## config.mk

```make
export PLATFORM = sky130hd
export DESIGN_NAME = lsu
export DESIGN_NICKNAME = d
export VERILOG_FILES = /design/src/rtl/lsu.sv
export SDC_FILE = /design/constraint.sdc
export NUM_CORES = 1
export LEC_CHECK = 0
export CORE_ASPECT_RATIO = 1.1
export CORE_UTILIZATION = 50
export CTS_CLUSTER_DIAMETER = 60
export DETAILED_ROUTE_END_ITERATION = 12
export DONT_BUFFER_PORTS = 1
export RECOVER_POWER = 100
export SYNTH_ARGS = -nofsm -noshare
export SYNTH_HDL_FRONTEND = slang
export SYNTH_SLANG_ARGS = --single-unit
export TNS_END_PERCENT = 1
```

## constraint.sdc

```tcl
create_clock -name iwClk -period 9.71 [get_ports iwClk]
set_input_delay 0.971 -clock iwClk [delete_from_list [all_inputs] [get_ports iwClk]]
set_output_delay 0.971 -clock iwClk [all_outputs]
set_load 0.03 [all_outputs]
```

## src/rtl/lsu.sv

```systemverilog
// Load/store unit: one req/ack data-memory transaction per accepted request,
// with store lane steering and sign/zero extension of load data.
module lsu #(
    parameter int MEM_WAIT_MAX = 255
) (
    input  logic        iwClk,
    input  logic        iwRst,
    input  logic        iwValid,
    output logic        owReady,
    input  logic        iwWrite,
    input  logic [1:0]  iwSize,
    input  logic        iwUnsigned,
    input  logic [31:0] iwAddr,
    input  logic [31:0] iwWData,
    output logic        owDone,
    output logic [31:0] owRData,
    output logic        owFault,
    output logic        owMemReq,
    output logic        owMemWe,
    output logic [31:0] owMemAddr,
    output logic [3:0]  owMemBe,
    output logic [31:0] owMemWData,
    input  logic        iwMemAck,
    input  logic [31:0] iwMemRData
);

    typedef enum logic [1:0] {IDLE, BUS, DONE} state_t;

    // Last counter value before the timeout fires; unused when MEM_WAIT_MAX is 0.
    localparam logic [7:0] WAIT_LAST = 8'(MEM_WAIT_MAX - 1);
    localparam logic       WAIT_EN   = (MEM_WAIT_MAX != 0);

    state_t      state_q, state_d;
    logic        we_q, we_d;
    logic [1:0]  size_q, size_d;
    logic        uns_q, uns_d;
    logic [1:0]  off_q, off_d;
    logic [29:0] waddr_q, waddr_d;
    logic [3:0]  be_q, be_d;
    logic [31:0] wdata_q, wdata_d;
    logic        fault_q, fault_d;
    logic [31:0] rdata_q, rdata_d;
    logic [7:0]  cnt_q, cnt_d;

    logic        illegal;
    logic [3:0]  be_acc;
    logic [31:0] wdata_acc;
    logic [7:0]  ld_byte;
    logic [15:0] ld_half;
    logic [31:0] ld_ext;

    always_comb begin
        illegal = (iwSize == 2'd3) ||
                  (iwSize == 2'd1 && iwAddr[0]) ||
                  (iwSize == 2'd2 && iwAddr[1:0] != 2'b00);
        case (iwSize)
            2'd0:    be_acc = 4'b0001 << iwAddr[1:0];
            2'd1:    be_acc = iwAddr[1] ? 4'b1100 : 4'b0011;
            default: be_acc = 4'b1111;
        endcase
        wdata_acc = '0;
        if (iwWrite) begin
            case (iwSize)
                2'd0:    wdata_acc = {4{iwWData[7:0]}};
                2'd1:    wdata_acc = {2{iwWData[15:0]}};
                default: wdata_acc = iwWData;
            endcase
        end
    end

    always_comb begin
        case (off_q)
            2'd0:    ld_byte = iwMemRData[7:0];
            2'd1:    ld_byte = iwMemRData[15:8];
            2'd2:    ld_byte = iwMemRData[23:16];
            default: ld_byte = iwMemRData[31:24];
        endcase
        ld_half = off_q[1] ? iwMemRData[31:16] : iwMemRData[15:0];
        case (size_q)
            2'd0:    ld_ext = {{24{ld_byte[7] & ~uns_q}}, ld_byte};
            2'd1:    ld_ext = {{16{ld_half[15] & ~uns_q}}, ld_half};
            default: ld_ext = iwMemRData;
        endcase
    end

    always_comb begin
        state_d = state_q;
        we_d    = we_q;
        size_d  = size_q;
        uns_d   = uns_q;
        off_d   = off_q;
        waddr_d = waddr_q;
        be_d    = be_q;
        wdata_d = wdata_q;
        fault_d = fault_q;
        rdata_d = rdata_q;
        cnt_d   = cnt_q;
        case (state_q)
            IDLE: begin
                if (iwValid) begin
                    we_d    = iwWrite;
                    size_d  = iwSize;
                    uns_d   = iwUnsigned;
                    off_d   = iwAddr[1:0];
                    waddr_d = iwAddr[31:2];
                    be_d    = be_acc;
                    wdata_d = wdata_acc;
                    fault_d = illegal;
                    cnt_d   = '0;
                    state_d = illegal ? DONE : BUS;
                end
            end
            BUS: begin
                if (iwMemAck) begin
                    if (!we_q) rdata_d = ld_ext;
                    state_d = DONE;
                end else if (WAIT_EN && cnt_q == WAIT_LAST) begin
                    fault_d = 1'b1;
                    state_d = DONE;
                end else begin
                    cnt_d = cnt_q + 8'd1;
                end
            end
            default: state_d = IDLE;
        endcase
    end

    always_ff @(posedge iwClk or posedge iwRst) begin
        if (iwRst) begin
            state_q <= IDLE;
            we_q    <= 1'b0;
            size_q  <= '0;
            uns_q   <= 1'b0;
            off_q   <= '0;
            waddr_q <= '0;
            be_q    <= '0;
            wdata_q <= '0;
            fault_q <= 1'b0;
            rdata_q <= '0;
            cnt_q   <= '0;
        end else begin
            state_q <= state_d;
            we_q    <= we_d;
            size_q  <= size_d;
            uns_q   <= uns_d;
            off_q   <= off_d;
            waddr_q <= waddr_d;
            be_q    <= be_d;
            wdata_q <= wdata_d;
            fault_q <= fault_d;
            rdata_q <= rdata_d;
            cnt_q   <= cnt_d;
        end
    end

    // Bus outputs are gated by BUS so they read as zero whenever no request is open.
    assign owReady    = (state_q == IDLE);
    assign owMemReq   = (state_q == BUS);
    assign owMemWe    = owMemReq & we_q;
    assign owMemAddr  = owMemReq ? {waddr_q, 2'b00} : 32'd0;
    assign owMemBe    = owMemReq ? be_q : 4'd0;
    assign owMemWData = owMemReq ? wdata_q : 32'd0;
    assign owDone     = (state_q == DONE);
    assign owFault    = owDone & fault_q;
    assign owRData    = rdata_q;

endmodule
```

# After elaboration in Yosys (flattened, before gate mapping)
# Cells that the tools add are included.
dict set report classes {
  add_sub_neg 1
  eq_ne 14
  shift 1
  muxes 23
  n_bitwise 6
  reduce_logical 15
}
# op n
set op_table {}
lappend op_table {{one-hot mux 32 bit (2 select lines)} 2}
lappend op_table {{2-to-1 mux 32 bit} 3}
lappend op_table {{2-to-1 mux 8 bit} 3}
lappend op_table {{one-hot mux 8 bit (3 select lines)} 1}
lappend op_table {{2-to-1 mux 16 bit} 1}
lappend op_table {{one-hot mux 8 bit (2 select lines)} 1}
lappend op_table {{adder 8 x 1 -> 8 bit, second input constant} 1}
lappend op_table {{== test 2 x 1 -> 1 bit, second input constant} 4}
lappend op_table {{== test 2 bit, second input constant} 4}
lappend op_table {{== test 8 bit, second input constant} 1}
lappend op_table {{zero test 2 bit} 4}
lappend op_table {{2-to-1 mux 2 bit} 4}
lappend op_table {{2-to-1 mux 4 bit} 2}
lappend op_table {{one-hot mux 4 bit (2 select lines)} 1}
lappend op_table {{AND reduction 4 bit} 2}
lappend op_table {{!= test 2 bit, second input constant} 3}
lappend op_table {{AND 1 bit} 4}
lappend op_table {{one-hot mux 2 bit (2 select lines)} 1}
lappend op_table {{AND reduction 2 bit} 2}
lappend op_table {{nonzero test 2 bit} 2}
lappend op_table {{left shift 1 x 2 -> 4 bit, first input constant} 1}
lappend op_table {{2-to-1 mux 1 bit} 3}
lappend op_table {{!= test 3 x 1 -> 1 bit, second input constant} 1}
lappend op_table {{AND reduction 3 bit} 1}
lappend op_table {{other kinds (5)} 8}
dict set report word_totals {
  regBits 115
  in_bits 104
  output_inout_bits 105
}

# Logic depth before layout (Yosys ltp)
dict set report depth {
  depth_word 7
  mapped_depth 7
  depth_no_buf 6
}

# Worst setup path after synthesis
# No wires, ideal clock.
dict set report synth_timing {
  kind {register to output}
  from {register state_q[0]}
  to {output owMemWData[22]}
  arrival_ps 1458
  required_ps 8739
  slack_ps 7281
  stages_incl_launch_ff 5
  cell_sequence {dfrtp_1 > nor2b_1 > clkbuf_2 > clkbuf_1 > and2_1}
}
dict set report synth_between {
  elab_chain_len 2
}
# element line
set synth_lines {}
lappend synth_lines {{start: declaration} 33} ;# state_t state_q, state_d;
lappend synth_lines {{start signal: assignment} 142} ;# state_q <= state_d;
lappend synth_lines {{== test 2 x 1 -> 1 bit} 158} ;# assign owMemReq = (state_q == BUS);
lappend synth_lines {{named net owMemReq} 18} ;# output logic owMemReq,
lappend synth_lines {{2-to-1 mux 32 bit} 162} ;# assign owMemWData = owMemReq ? wdata_q : 32'd0;
lappend synth_lines {{end: declaration} 22} ;# output logic [31:0] owMemWData,
# The timed path passes the listed nets, and every way through them passes these cells.

==> summary.md <==
| Metric | Value |
|---|---|
| Register area | `2880 um^2` |
| Run status | `finished with violations` |
| Max_slew headroom | `-104%` |
| Clock-pin slew on the worst setup and hold paths | `0.05 ns` |
| Period utilisation layout | `49.9%` |
| Layout cells sized above 1 | `under 10%` |
| Failing checks | `max-capacitance violations, max-slew violations` |
| Netlist cell types | `43` |
| Postcts setup bufs | `0` |
| GRT overflow | `0` |
| CP max stage delay | `2.14 ns` |
| Cells after Synth | `670` |
| Clock sink total | `115` |
| Slowest cell on the critical path | `clkbuf_1` |
| Crit path max-delay family | `buffers and inverters` |
| Post-route ant nets | `0` |
| Area occupied by multi-input gates | `2710 um^2` |
| RR Startpoint | `state_q[1]$_DFFE_PP0P_` |
| Hold Vio Cnt, Final | `0` |
| Total Routing Usage GR | `24.7%` |
| Starting density of the core | `52.2%` |
| RSZ-0062 raised after global routing | `false` |
| Max cap viols | `6` |
| Synth Register Bits | `between 100 and 150` |
| Drt via density | `5.76` |
| Top cell type's share of synthesized area | `49.6%` |
| Max Slew Vio Count | `368` |
| Critical Path Sink Type | `async pin` |
| Setup TNS | `0 ns` |
| Fillers | `just over 1,000` |
| Worst setup SP type | `input pin` |
| Syn avg cell area | `8.66 um^2` |
| Power Density | `324 nW/um^2` |
| First-pass DRT Iterations | `5` |
| PortBufs | `0` |
| DRC | `0` |
| Max Buffers Root-to-Sink | `2` |
| TritonCTS buffer count | `17` |
| CTS resizes | `0` |
| Most frequent cells in the layout | `nand2_1, dfrtp_1, and2_0` |
| Initial antenna violation count | `0` |
| First-pass GRT wire length | `23.2 mm` |
| Static Leak | `2.92 nW` |
| CP Depth | `2` |
| CP max FO | `61` |
| # IOs | `around 210` |
| Area Growth Syn to Fin | `11.2%` |
| Crit-path cells | `clkinvlp_2, clkbuf_1` |
| Die Y | `115 um` |
| H-tree Lvls | `4` |
| R2r setup slk | `about 5.9 ns` |
| Endpoints failing setup | `0` |
| Synth Cell Area | `5800 um^2` |
| Pwr Total | `0.00209 W` |
| FP Rows | `40` |
| Synth Flop Type | `dfrtp_1` |
| Final Skew | `roughly 0.0075 ns` |
| Antenna cell count | `0` |
| Min cycle time layout | `4.84 ns` |
| Peak Freq | `207 MHz` |
| Final GP Congestion | `0.863` |
| Core Region | `between 10,000 and 15,000 um^2` |
| Routed len/inst | `roughly 18 um` |
| Critical path launch point | `iwRst` |
| Vias in the first global route | `4,483` |
| Commonest non-fill, non-tap cell in the layout | `nand2_1` |
| Sequential share of the synthesized area | `49.6%` |
| Hold/Removal Path Class | `reg2reg` |
| WP data required | `9.59 ns` |
| Worst VDD drop | `119 uV` |
| CP Class | `in2async` |
| Post-cts hold buffer count | `0` |
| Largest net degree at the start of global routing | `99` |
| Area leader, netlist | `dfrtp_1` |
| FF-to-FF End | `wdata_q[16]$_DFFE_PP0P_` |
| CTS tree | `built` |
| Crit path to | `owRData[25]$_DFFE_PP0P_` |
| DRT iter0 DRCs | `~260` |
| Vias | `4,628` |
| Nets@finish | `751` |
| Placed wire-length estimate | `~10 mm` |
| Die width | `between 100 and 150 um` |
| Async set-or-reset flop fraction in the synthesized netlist | `100%` |
| CP Data Arrival Time | `between 4 and 5 ns` |
| Final WL | `~14 mm` |
| Synth warn | `0` |
| Hold path depth | `2` |
| CTS Root Cell | `clkbuf_16` |
| Least-Margin Pin Slew | `a little over 3 ns` |
| Largest cells by area after synthesis | `dfrtp_1, nand2_1, and2_1` |
| Worst path bufs/invs | `2` |
| Die area | `12,000 um^2` |
| FF-to-FF path depth | `3` |
| Clk_lat worst skew | `approximately 0.4 ns` |
| Post-synth EDFFs | `0` |
-- metrics by stage --
stage / setup slack [ns] / hold WS [ns] / area (um^2) / util, % / cells
final: 4.87 / 0.466 / 6450 / 58.0 / 804
after global routing: 3.91 / 0.486 / 6450 / 58.0 / 804
after CTS: 6.70 / 0.468 / 6470 / 58.3 / 804
after detailed placement: 7.16 / 0.454 / 5830 / 52.5 / 773
after global placement: 7.24 / 0.448 / 5830 / 52.5 / 773
after floorplan: 5.69 / 0.430 / 5800 / - / 671
-- metal layers --
layer  routed length [um]  vias up  track usage, %
met5                    0        -               0
met4                  231        0            8.36
met3                 1330       18            10.7
met2                 7080      189            39.6
met1                 5850     2236            30.0
li1                     -     2185               -
-- layout make-up --
class	instances	share of cell area, %
sequential	115	44.6
clock buffer	20	7.08
timing repair buffer	3	0.233
inverter	5	0.310
tap	147	2.85
multi-input combinational	503	42.1
clock inverter	11	2.83
-- worst min-delay path by stage --
stage / slack (ns) / endpoint / start
3_5_place_dp: 0.45 / waddr_q[17]$_DFFE_PP0P_ / waddr_q[17]$_DFFE_PP0P_
5_1_grt: 0.49 / waddr_q[26]$_DFFE_PP0P_ / waddr_q[26]$_DFFE_PP0P_
6_report: 0.47 / waddr_q[23]$_DFFE_PP0P_ / waddr_q[23]$_DFFE_PP0P_
2_1_floorplan: 0.43 / wdata_q[0]$_DFFE_PP0P_ / wdata_q[0]$_DFFE_PP0P_
4_1_cts: 0.47 / waddr_q[17]$_DFFE_PP0P_ / waddr_q[17]$_DFFE_PP0P_
3_3_place_gp: 0.45 / wdata_q[2]$_DFFE_PP0P_ / wdata_q[2]$_DFFE_PP0P_
-- report_power, final --
part           leakage, nW  internal [W]  switching, W  total (W)
Combinational         1.16      0.000162      0.000304   0.000465
Clock                0.315      0.000465      0.000215   0.000679
Sequential            1.44      0.000659      0.000286   0.000944
-- cells in the mapped netlist (5+ instances only) --
library cell	number
buf_2	5
and2_1	70
o21ai_0	30
or3_1	8
nand2_1	172
mux2i_1	18
a22o_1	8
clkbuf_1	36
inv_1	5
a211oi_1	8
nor2_1	46
nand3_1	44
mux2_2	9
dfrtp_1	115
nand2b_1	12
o31ai_1	18
a21oi_1	12
nor3b_1	9
-- worst register-to-register path, delay by kind of cell, from the launching register on --
| family | cells | cell delay [ns] |
|---|---|---|
| flops | 1 | 0.42 |
| simple gates | 2 | 2.36 |
| compound gates | 1 | 0.91 |
-- cells by family (layout without fill, tap and decap cells) --
family,Yosys count,in the layout,synth area share [%]
AOI/OAI and AO/OA,90,90,10.1
xor gates and xnor gates,3,3,0.453
adders and majority gates,2,2,0.431
buffers and inverters,53,39,3.69
DFF,115,115,49.6
muxes,27,27,4.85
other,1,2,0.0647
and+or+nand+nor,379,379,30.8
-- flip-flops by register name (all words and copies together), names as in the netlist --
signal and count:
uns_q 1, owRData 32, we_q 1, be_q 4, wdata_q 32, cnt_q 8
fault_q 1, waddr_q 30, off_q 2, state_q 2, size_q 2
Power figures use the tool's default switching activity.
